## config.mk

```make
export PLATFORM = sky130hd
export DESIGN_NAME = sat_counter
export DESIGN_NICKNAME = d
export VERILOG_FILES = /design/src/rtl/swap_pair_checker_sat_counter.sv
export SDC_FILE = /design/constraint.sdc
export NUM_CORES = 1
export LEC_CHECK = 0
export ABC_AREA = 1
export ABC_CLOCK_PERIOD_IN_PS = 1890
export CORE_UTILIZATION = 35
export DETAILED_ROUTE_END_ITERATION = 10
export GPL_TIMING_DRIVEN = 0
export PLACE_DENSITY = 0.7
export SYNTH_ARGS = -nofsm -noshare
export SYNTH_HDL_FRONTEND = slang
export SYNTH_SLANG_ARGS = --single-unit
```

## constraint.sdc

```tcl
create_clock -name clk -period 1.89 [get_ports clk]
set_clock_uncertainty 0.2 [all_clocks]
set_input_delay 0.378 -clock clk [delete_from_list [all_inputs] [get_ports clk]]
set_output_delay 0.378 -clock clk [all_outputs]
set_load 0.02 [all_outputs]
```

## src/rtl/swap_pair_checker_sat_counter.sv

```systemverilog
// Saturating up-counter.
//   clk   : rising-edge clock
//   rst_n : synchronous active-low reset to zero
//   clr   : synchronous clear to zero (below reset in priority)
//   inc   : count up by one; holds at all-ones instead of wrapping
//   q     : registered count
module sat_counter #(
  parameter int W = 8
) (
  input  logic         clk,
  input  logic         rst_n,
  input  logic         clr,
  input  logic         inc,
  output logic [W-1:0] q
);

  logic [W-1:0] q_reg;

  always_ff @(posedge clk) begin
    if (!rst_n) begin
      q_reg <= '0;
    end else if (clr) begin
      q_reg <= '0;
    end else if (inc && (q_reg != '1)) begin
      q_reg <= q_reg + W'(1);
    end
  end

  assign q = q_reg;

endmodule

```

==> results of run 1 <==
worst reg2reg max path, cell delays in order (launching register included):
cell     delay, ps
dfxtp_1        390
ha_1           220
nand2_1        110
inv_1           70
nand2_1         80
nor2_1         150
nand3_1         80
nand2_1         70
nor2_1          40
cells by family after synthesis:
kind of cell / count (synthesis) / share of synthesized area
adder cells (fa/ha/maj): 1 / 0.0270
AO/OA/AOI/OAI: 8 / 0.0865
AND/OR/NAND/NOR: 44 / 0.443
buffers and inverters: 11 / 0.0973
flip-flops: 8 / 0.346
area by class of cell:
cell class,instances,area share
inverter,10,0.0612
timing repair buffer,10,0.180
tap,14,0.0286
buffer,1,0.0122
sequential,8,0.261
clock buffer,3,0.0367
multi-input combinational,53,0.420
per-layer routing:
layer  GRT usage  part of all wire  vias up
li1            -                 -      254
met1       0.194              0.48      201
met2       0.280              0.47        8
met3      0.0872             0.047        0
met4      0.0259                 0        0
met5           0                 0        -
what timing repair did:
| item | 4_1_cts | 5_1_grt |
|---|---|---|
| endpoints found under the hold margin | 0 | 0 |
| cloned | 0 | 0 |
| endpoints found under the setup margin | 2 | 5 |
| gates resized for setup | 2 | 5 |
| hold buffers | 0 | 0 |
how the worst min path moves through the flow:
stage                     from   end  slack, ps  cells past startpoint
after floorplan            clr  q[2]        330                      3
after global placement    q[1]  q[1]        330                      2
after detailed placement  q[1]  q[1]        340                      2
after CTS                  inc  q[0]        270                      3
after global routing       inc  q[6]        300                      3
final                      inc  q[6]        270                      3
placed cells by master, fill, tap and decap left out:
cell type	instances
dfxtp_1	8
nor3_1	2
nand2_4	1
inv_1	8
nor2_1	13
nand2_2	1
nand3_1	4
nand2_1	17
clkinv_1	1
dlygate4sd2_1	2
nand4_1	1
ha_1	1
nor2_2	2
dlymetal6s2s_1	5
nor2_4	1
clkbuf_4	3
o21ai_0	2
nand3b_1	2
a21oi_1	6
inv_2	1
clkdlybuf4s50_1	3
buf_4	1
report_power, final:
| group | switching, mW | internal, mW |
|---|---|---|
| clock | 0.0639 | 0.0729 |
| sequential | 0.00218 | 0.171 |
| combinational | 0.0141 | 0.0127 |
==> results_dict.tcl, run 1 <==
set metrics [dict create \
    initial_core_util 0.395 \
    path_buf_inv 1 \
    start_kind "register" \
    grt_remaining_overflow 0 \
    yosysMostFrequentCell "nand2_1" \
    ios 12 \
    io_buffers 10 \
    layout_setup_ws_ps 68.4 \
    period_minus_slack_ps 1820 \
    fin_area_um2 613 \
    drtAntennaViolNets 0 \
    total_power_mw 0.336 \
    holdWs_ps 273 \
    relSlewSlack 0.676 \
    max_stage_delay_ps 620 \
    yosysTopAreaCellShare 0.346 \
    grt_max_degree 11 \
    yosysWarnings 0 \
    wl_per_cell_um 9.83 \
    cp-endpoint "q[1]" \
    finalSetupViolCount 0 \
    grt_pass1_vias 420 \
    dieHeight_um 38.4 \
    ys_seq_area_frac 0.346 \
    die_w_um 38.4 \
    dpl_worst_slack_ps 74.5 \
    ff2ff_path_depth 8 \
    synth.area.top_cells "dfxtp_1 35%, nand2_1 14%, nor2_1 11%" \
    syn_avg_cell_area_um2 6.43 \
    crit_arrival_ps 1240 \
    synth_common_cells "17 x nand2_1, 13 x nor2_1, 8 x dfxtp_1, 8 x inv_1, 6 x a21oi_1" \
    regArea_um2 160 \
    synth_enable_flop_cells 0 \
    ys_types 18 \
    fin_util 0.524 \
    max_freq_mhz 549 \
    cp-end-kind "output pin" \
    power_density_nw_per_um2 549 \
    crit_fanout 4 \
    dp.cells 96 \
    setup_tns_ps 0 \
    crit_path_cell_trace "clkdlybuf4s50_1" \
    synth_flop_cell "dfxtp_1" \
    tightest_slew_ps 484 \
    core_um2 1170 \
    initialDrtViolationCount 7 \
    areaGrowthSynthToFinish_pct 32.4 \
    drt-total-wl_um 973 \
    cts_setup_buffers 0 \
    synth-async-reset-ratio 0 \
    cp.depth 1 \
    rsz0062_at_grt "no" \
    dr.pass1.iters 4 \
    antenna_found_initial 0 \
    numCtsBuffers 3 \
    layout-drive-gt1-share 0.118 \
    min_path_type "primary input to register" \
    dp_hpwl_um 686 \
    cts_tree "built" \
    cp_top_family "buffers and inverters" \
    h-tree-depth 1 \
    multi_input_area_um2 258 \
    fin_crit_sh 0.964 \
    num_vias 463 \
    grt_usage 0.168 \
    gp_congestion 0.734 \
    layout.nets 92 \
    clockRootBuffer "clkbuf_4" \
    cp.required_ps 1310 \
    cellLeakagePower_nw 0.360 \
    cap_viol_max_count 0 \
    cts_sinks 8 \
    synth.cell_area_um2 463 \
    r2r_start "q[0]" \
    synth_fp_nets 77 \
    grt_pass1_wl_um 1680 \
    postSynthCellCount 72 \
    rr_endpoint "q[6]" \
    largest_reg_flops 8 \
    antennaDiodeCount 0 \
    clockBufferDepth 2 \
    ys_seq_elements 8 \
    path_clk_slew_ps 70 \
    avgViaCountPerCell 4.68 \
    finalHoldViolations 0 \
    maxSlewViolCount 0 \
    drc 0 \
    crit_type "register to output pin" \
    vdd_drop_max_mv 0.426 \
    place_area_um2 581 \
    outcome "finished, final reports clean" \
    insertion_delay_ps 260 \
    cp-startpoint "q[1]" \
    final_cells 99 \
    r2r_setup_slack_ps 390 \
    num_rows 12 \
    yosys.area.top_type "dfxtp_1" \
    design.die.area_um2 1470 \
    crit_path_top_delay_cell "clkdlybuf4s50_1" \
    layout.filler_cells 121 \
]
(Power assumes the default switching activity.)
==> run 2: changes to the inputs <==
--- a/config.mk
+++ b/config.mk
@@ -8,6 +8,7 @@
 export ABC_AREA = 1
 export ABC_CLOCK_PERIOD_IN_PS = 1890
 export CORE_UTILIZATION = 35
+export CTS_BUF_LIST = sky130_fd_sc_hd__clkbuf_8
 export DETAILED_ROUTE_END_ITERATION = 10
 export GPL_TIMING_DRIVEN = 0
 export PLACE_DENSITY = 0.7
==> results_dict.tcl, run 2 (synthesized netlist as in run 1, its figures left out) <==
set metrics [dict create \
    ios 12 \
    fin_crit_sh 0.966 \
    insertion_delay_ps 230 \
    cts_setup_buffers 0 \
    avgViaCountPerCell 4.70 \
    max_freq_mhz 548 \
    path_buf_inv 1 \
    min_path_type "primary input to register" \
    r2r_setup_slack_ps 380 \
    cellLeakagePower_nw 0.323 \
    drt-total-wl_um 977 \
    finalHoldViolations 0 \
    grt_max_degree 11 \
    swShare 0.214 \
    setup_tns_ps 0 \
    antenna_found_initial 0 \
    layout.nets 92 \
    outcome "finished, final reports clean" \
    cp-end-kind "output pin" \
    cap_viol_max_count 0 \
    crit_path_top_delay_cell "clkdlybuf4s50_1" \
    crit_arrival_ps 1250 \
    final_common_cell "nand2_1" \
    layout.filler_cells 116 \
    relSlewSlack 0.680 \
    initial_core_util 0.395 \
    p_comb_frac 0.066 \
    finalSetupViolCount 0 \
    sequentialPowerShare 0.423 \
    design.die.area_um2 1470 \
    start_kind "register" \
    dieHeight_um 38.4 \
    initialDrtViolationCount 6 \
    gp_congestion 0.734 \
    path_clk_slew_ps 40 \
    holdWs_ps 298 \
    cts_sinks 8 \
    cp_top_family "buffers and inverters" \
    clockBufferDepth 2 \
    period_minus_slack_ps 1830 \
    dp_hpwl_um 686 \
    drc 0 \
    grt_pass1_vias 423 \
    internal_power_mw 0.323 \
    h-tree-depth 1 \
    cp.required_ps 1310 \
    power_density_nw_per_um2 652 \
    tightest_slew_ps 479 \
    crit_path_cell_trace "clkdlybuf4s50_1" \
    antennaDiodeCount 0 \
    die_w_um 38.4 \
    wl_per_cell_um 9.87 \
    crit_fanout 5 \
    p_sw_mw 0.0879 \
    numCtsBuffers 3 \
    grt_remaining_overflow 0 \
    areaGrowthSynthToFinish_pct 35.9 \
    io_buffers 10 \
    core_um2 1170 \
    dr.pass1.iters 4 \
    largest_reg_flops 8 \
    grt_usage 0.175 \
    max_stage_delay_ps 630 \
    grt_pass1_wl_um 1680 \
    num_vias 465 \
    vdd_drop_max_mv 0.449 \
    clock_power_share 0.512 \
    rsz0062_at_grt "no" \
    multi_input_area_um2 258 \
    layout-drive-gt1-share 0.118 \
    crit_type "register to output pin" \
    maxSlewViolCount 0 \
    cts_tree "built" \
    layout_common_cells "17 x nand2_1, 13 x nor2_1, 8 x inv_1, 8 x dfxtp_1, 7 x clkdlybuf4s50_1" \
    drtAntennaViolNets 0 \
    clockRootBuffer "clkbuf_8" \
    num_rows 12 \
    regArea_um2 160 \
]
-- run 2: path summary, 6_finish.rpt --
check / endpoint / start / cells past startpoint
worst max-delay path: q[0] / q[0] / 1
worst min-delay path: q[0] / inc / 3
worst max register to register: q[6] / q[0] / 8
worst min register to register: q[1] / q[1] / 2
-- run 2: through the flow --
stage | cell area (um^2) | power (mW) | std cells | utilization | setup slack, ps
floorplan | 463 | 0.192 | 72 | - | 356
global placement | 581 | 0.203 | 96 | 0.496 | 108
detailed placement | 581 | 0.204 | 96 | 0.496 | 74.5
CTS | 622 | 0.420 | 99 | 0.531 | 7.34
global route | 629 | 0.431 | 99 | 0.537 | 6.27
finish | 629 | 0.411 | 99 | 0.537 | 64.5
-- run 2: area by class of cell --
class,count,share of cell area
Tap cell,14,0.0278
Inverter,10,0.0596
Clock buffer,3,0.0656
Sequential cell,8,0.254
Multi-Input combinational cell,53,0.410
Buffer,1,0.0119
Timing Repair Buffer,10,0.171
-- run 2: power groups by stage --
stage | Clock, mW | Combinational (mW) | Sequential, mW
3_3_place_gp | 0 | 0.0264 | 0.176
4_1_cts | 0.219 | 0.0273 | 0.173
6_report | 0.210 | 0.0269 | 0.174
2_1_floorplan | 0 | 0.0137 | 0.179
5_1_grt | 0.226 | 0.0305 | 0.174
3_5_place_dp | 0 | 0.0272 | 0.176
-- run 2: repair_timing --
action | CTS | global route
endpoints found under the setup margin | 0 | 3
hold buffers | 0 | 0
resized for setup | 0 | 3
endpoints found under the hold margin | 0 | 0
-- run 2: metal layers --
metal  vias to the layer above  GRT usage  routed length (um)
met4                         0     0.0862                   4
met1                       194      0.183                 442
met2                        14      0.280                 469
met5                         -          0                   0
li1                        255          -                   -
met3                         2     0.0988                  62
==> run 3: changes to the inputs <==
--- a/config.mk
+++ b/config.mk
@@ -10,7 +10,7 @@
 export CORE_UTILIZATION = 35
 export CTS_BUF_LIST = sky130_fd_sc_hd__clkbuf_8
 export DETAILED_ROUTE_END_ITERATION = 10
-export GPL_TIMING_DRIVEN = 0
+export GPL_TIMING_DRIVEN = 1
 export PLACE_DENSITY = 0.7
 export SYNTH_ARGS = -nofsm -noshare
 export SYNTH_HDL_FRONTEND = slang
==> constraint.sdc (replaced) <==
create_clock -name clk -period 1.89 [get_ports clk]
set_clock_uncertainty 0.2 [all_clocks]
set_input_delay 0.189 -clock clk [delete_from_list [all_inputs] [get_ports clk]]
set_output_delay 0.189 -clock clk [all_outputs]
set_load 0.02 [all_outputs]
==> results_dict.tcl, run 3 (synthesized netlist as in run 1, its figures left out) <==
set metrics [dict create \
    rsz0062_at_grt "no" \
    h-tree-depth 1 \
    layout_common_cells "17 x nand2_1, 13 x nor2_1, 11 x clkdlybuf4s50_1" \
    numCtsBuffers 3 \
    areaGrowthSynthToFinish_pct 38.1 \
    gp_congestion 0.795 \
    cts_setup_buffers 0 \
    drt-total-wl_um 1040 \
    max_stage_delay_ps 650 \
    cp.required_ps 1500 \
    layout.nets 94 \
    dp_hpwl_um 763 \
    maxSlewViolCount 0 \
    tightest_slew_ps 227 \
    start_kind "register" \
    crit_fanout 6 \
    cts_hold_buf 0 \
    final_common_cell "nand2_1" \
    period_minus_slack_ps 1700 \
    initialDrtViolationCount 4 \
    crit_type "register to output pin" \
    antenna_found_initial 0 \
    crit_path_top_delay_cell "clkdlybuf4s50_1" \
    initial_core_util 0.395 \
    layout_setup_ws_ps 193 \
    antennaDiodeCount 0 \
    total_power_mw 0.412 \
    cp_top_family "buffers and inverters" \
    holdWs_ps 338 \
    cellLeakagePower_nw 0.276 \
    crit_arrival_ps 1310 \
    drtAntennaViolNets 0 \
    setup_tns_ps 0 \
    design.die.area_um2 1470 \
    dieHeight_um 38.4 \
    cap_viol_max_count 0 \
    num_rows 12 \
    grt_pass1_wl_um 1760 \
    die_w_um 38.4 \
    dr.pass1.iters 4 \
    layout-drive-gt1-share 0.126 \
    fin_crit_sh 0.898 \
    io_buffers 11 \
    power_density_nw_per_um2 644 \
    outcome "finished, final reports clean" \
    cts_resized 0 \
    fin_util 0.546 \
    cts_sinks 8 \
    grt_pass1_vias 406 \
    crit_path_cell_trace "clkdlybuf4s50_1" \
    path_clk_slew_ps 40 \
    min_path_type "register to register" \
    cp-end-kind "output pin" \
    clockBufferDepth 2 \
    avgViaCountPerCell 4.88 \
    finalSetupViolCount 0 \
    grt_remaining_overflow 0 \
    max_freq_mhz 589 \
    largest_reg_flops 8 \
    ios 12 \
    relSlewSlack 0.848 \
    vdd_drop_max_mv 0.394 \
    wl_per_cell_um 10.3 \
    dpl_worst_slack_ps 342 \
    core_um2 1170 \
    clockRootBuffer "clkbuf_8" \
    insertion_delay_ps 230 \
    drc 0 \
    cts_tree "built" \
    finalHoldViolations 0 \
    grt_max_degree 11 \
    grt_usage 0.179 \
    path_buf_inv 1 \
    num_vias 493 \
]
## run 3: cell count changes in the layout (fill, tap and decap cells not counted), sizes merged
cell           delta
buf               +1
clkdlybuf4s50     +4
dlymetal6s2s      -3
## run 3: layout make-up
class | count | area, um^2
Tap cell | 14 | 17.5
Inverter | 10 | 37.5
Multi-Input combinational cell | 53 | 258
Timing Repair Buffer | 13 | 125
Clock buffer | 3 | 41.3
Fill cell | 107 | 532
Sequential cell | 8 | 160
## run 3: report_power, final
group | internal, mW | switching (mW)
logic | 0.0164 | 0.0153
registers | 0.171 | 0.00241
clock network | 0.138 | 0.0679
total | 0.326 | 0.0857
## run 3: stage by stage
stage,std cells,cell area (um^2)
2_1_floorplan,72,463
3_3_place_gp,98,598
3_5_place_dp,98,598
4_1_cts,101,639
5_1_grt,101,639
6_report,101,639
## run 3: worst paths after layout
check | startpoint | end | slack, ps | cells past startpoint
worst max-delay path | q[2] | q[2] | 190 | 1
worst min-delay path | q[1] | q[1] | 340 | 2
worst max register to register | q[0] | q[6] | 360 | 8
worst min register to register | q[1] | q[1] | 340 | 2
## run 3: layer usage
| metal | vias to the layer above | GRT usage | part of all wire |
|---|---|---|---|
| li1 | 255 | - | - |
| met4 | 0 | 0.0517 | 0.019 |
| met3 | 4 | 0.0872 | 0.049 |
| met1 | 220 | 0.195 | 0.45 |
| met2 | 14 | 0.305 | 0.48 |
| met5 | - | 0 | 0 |
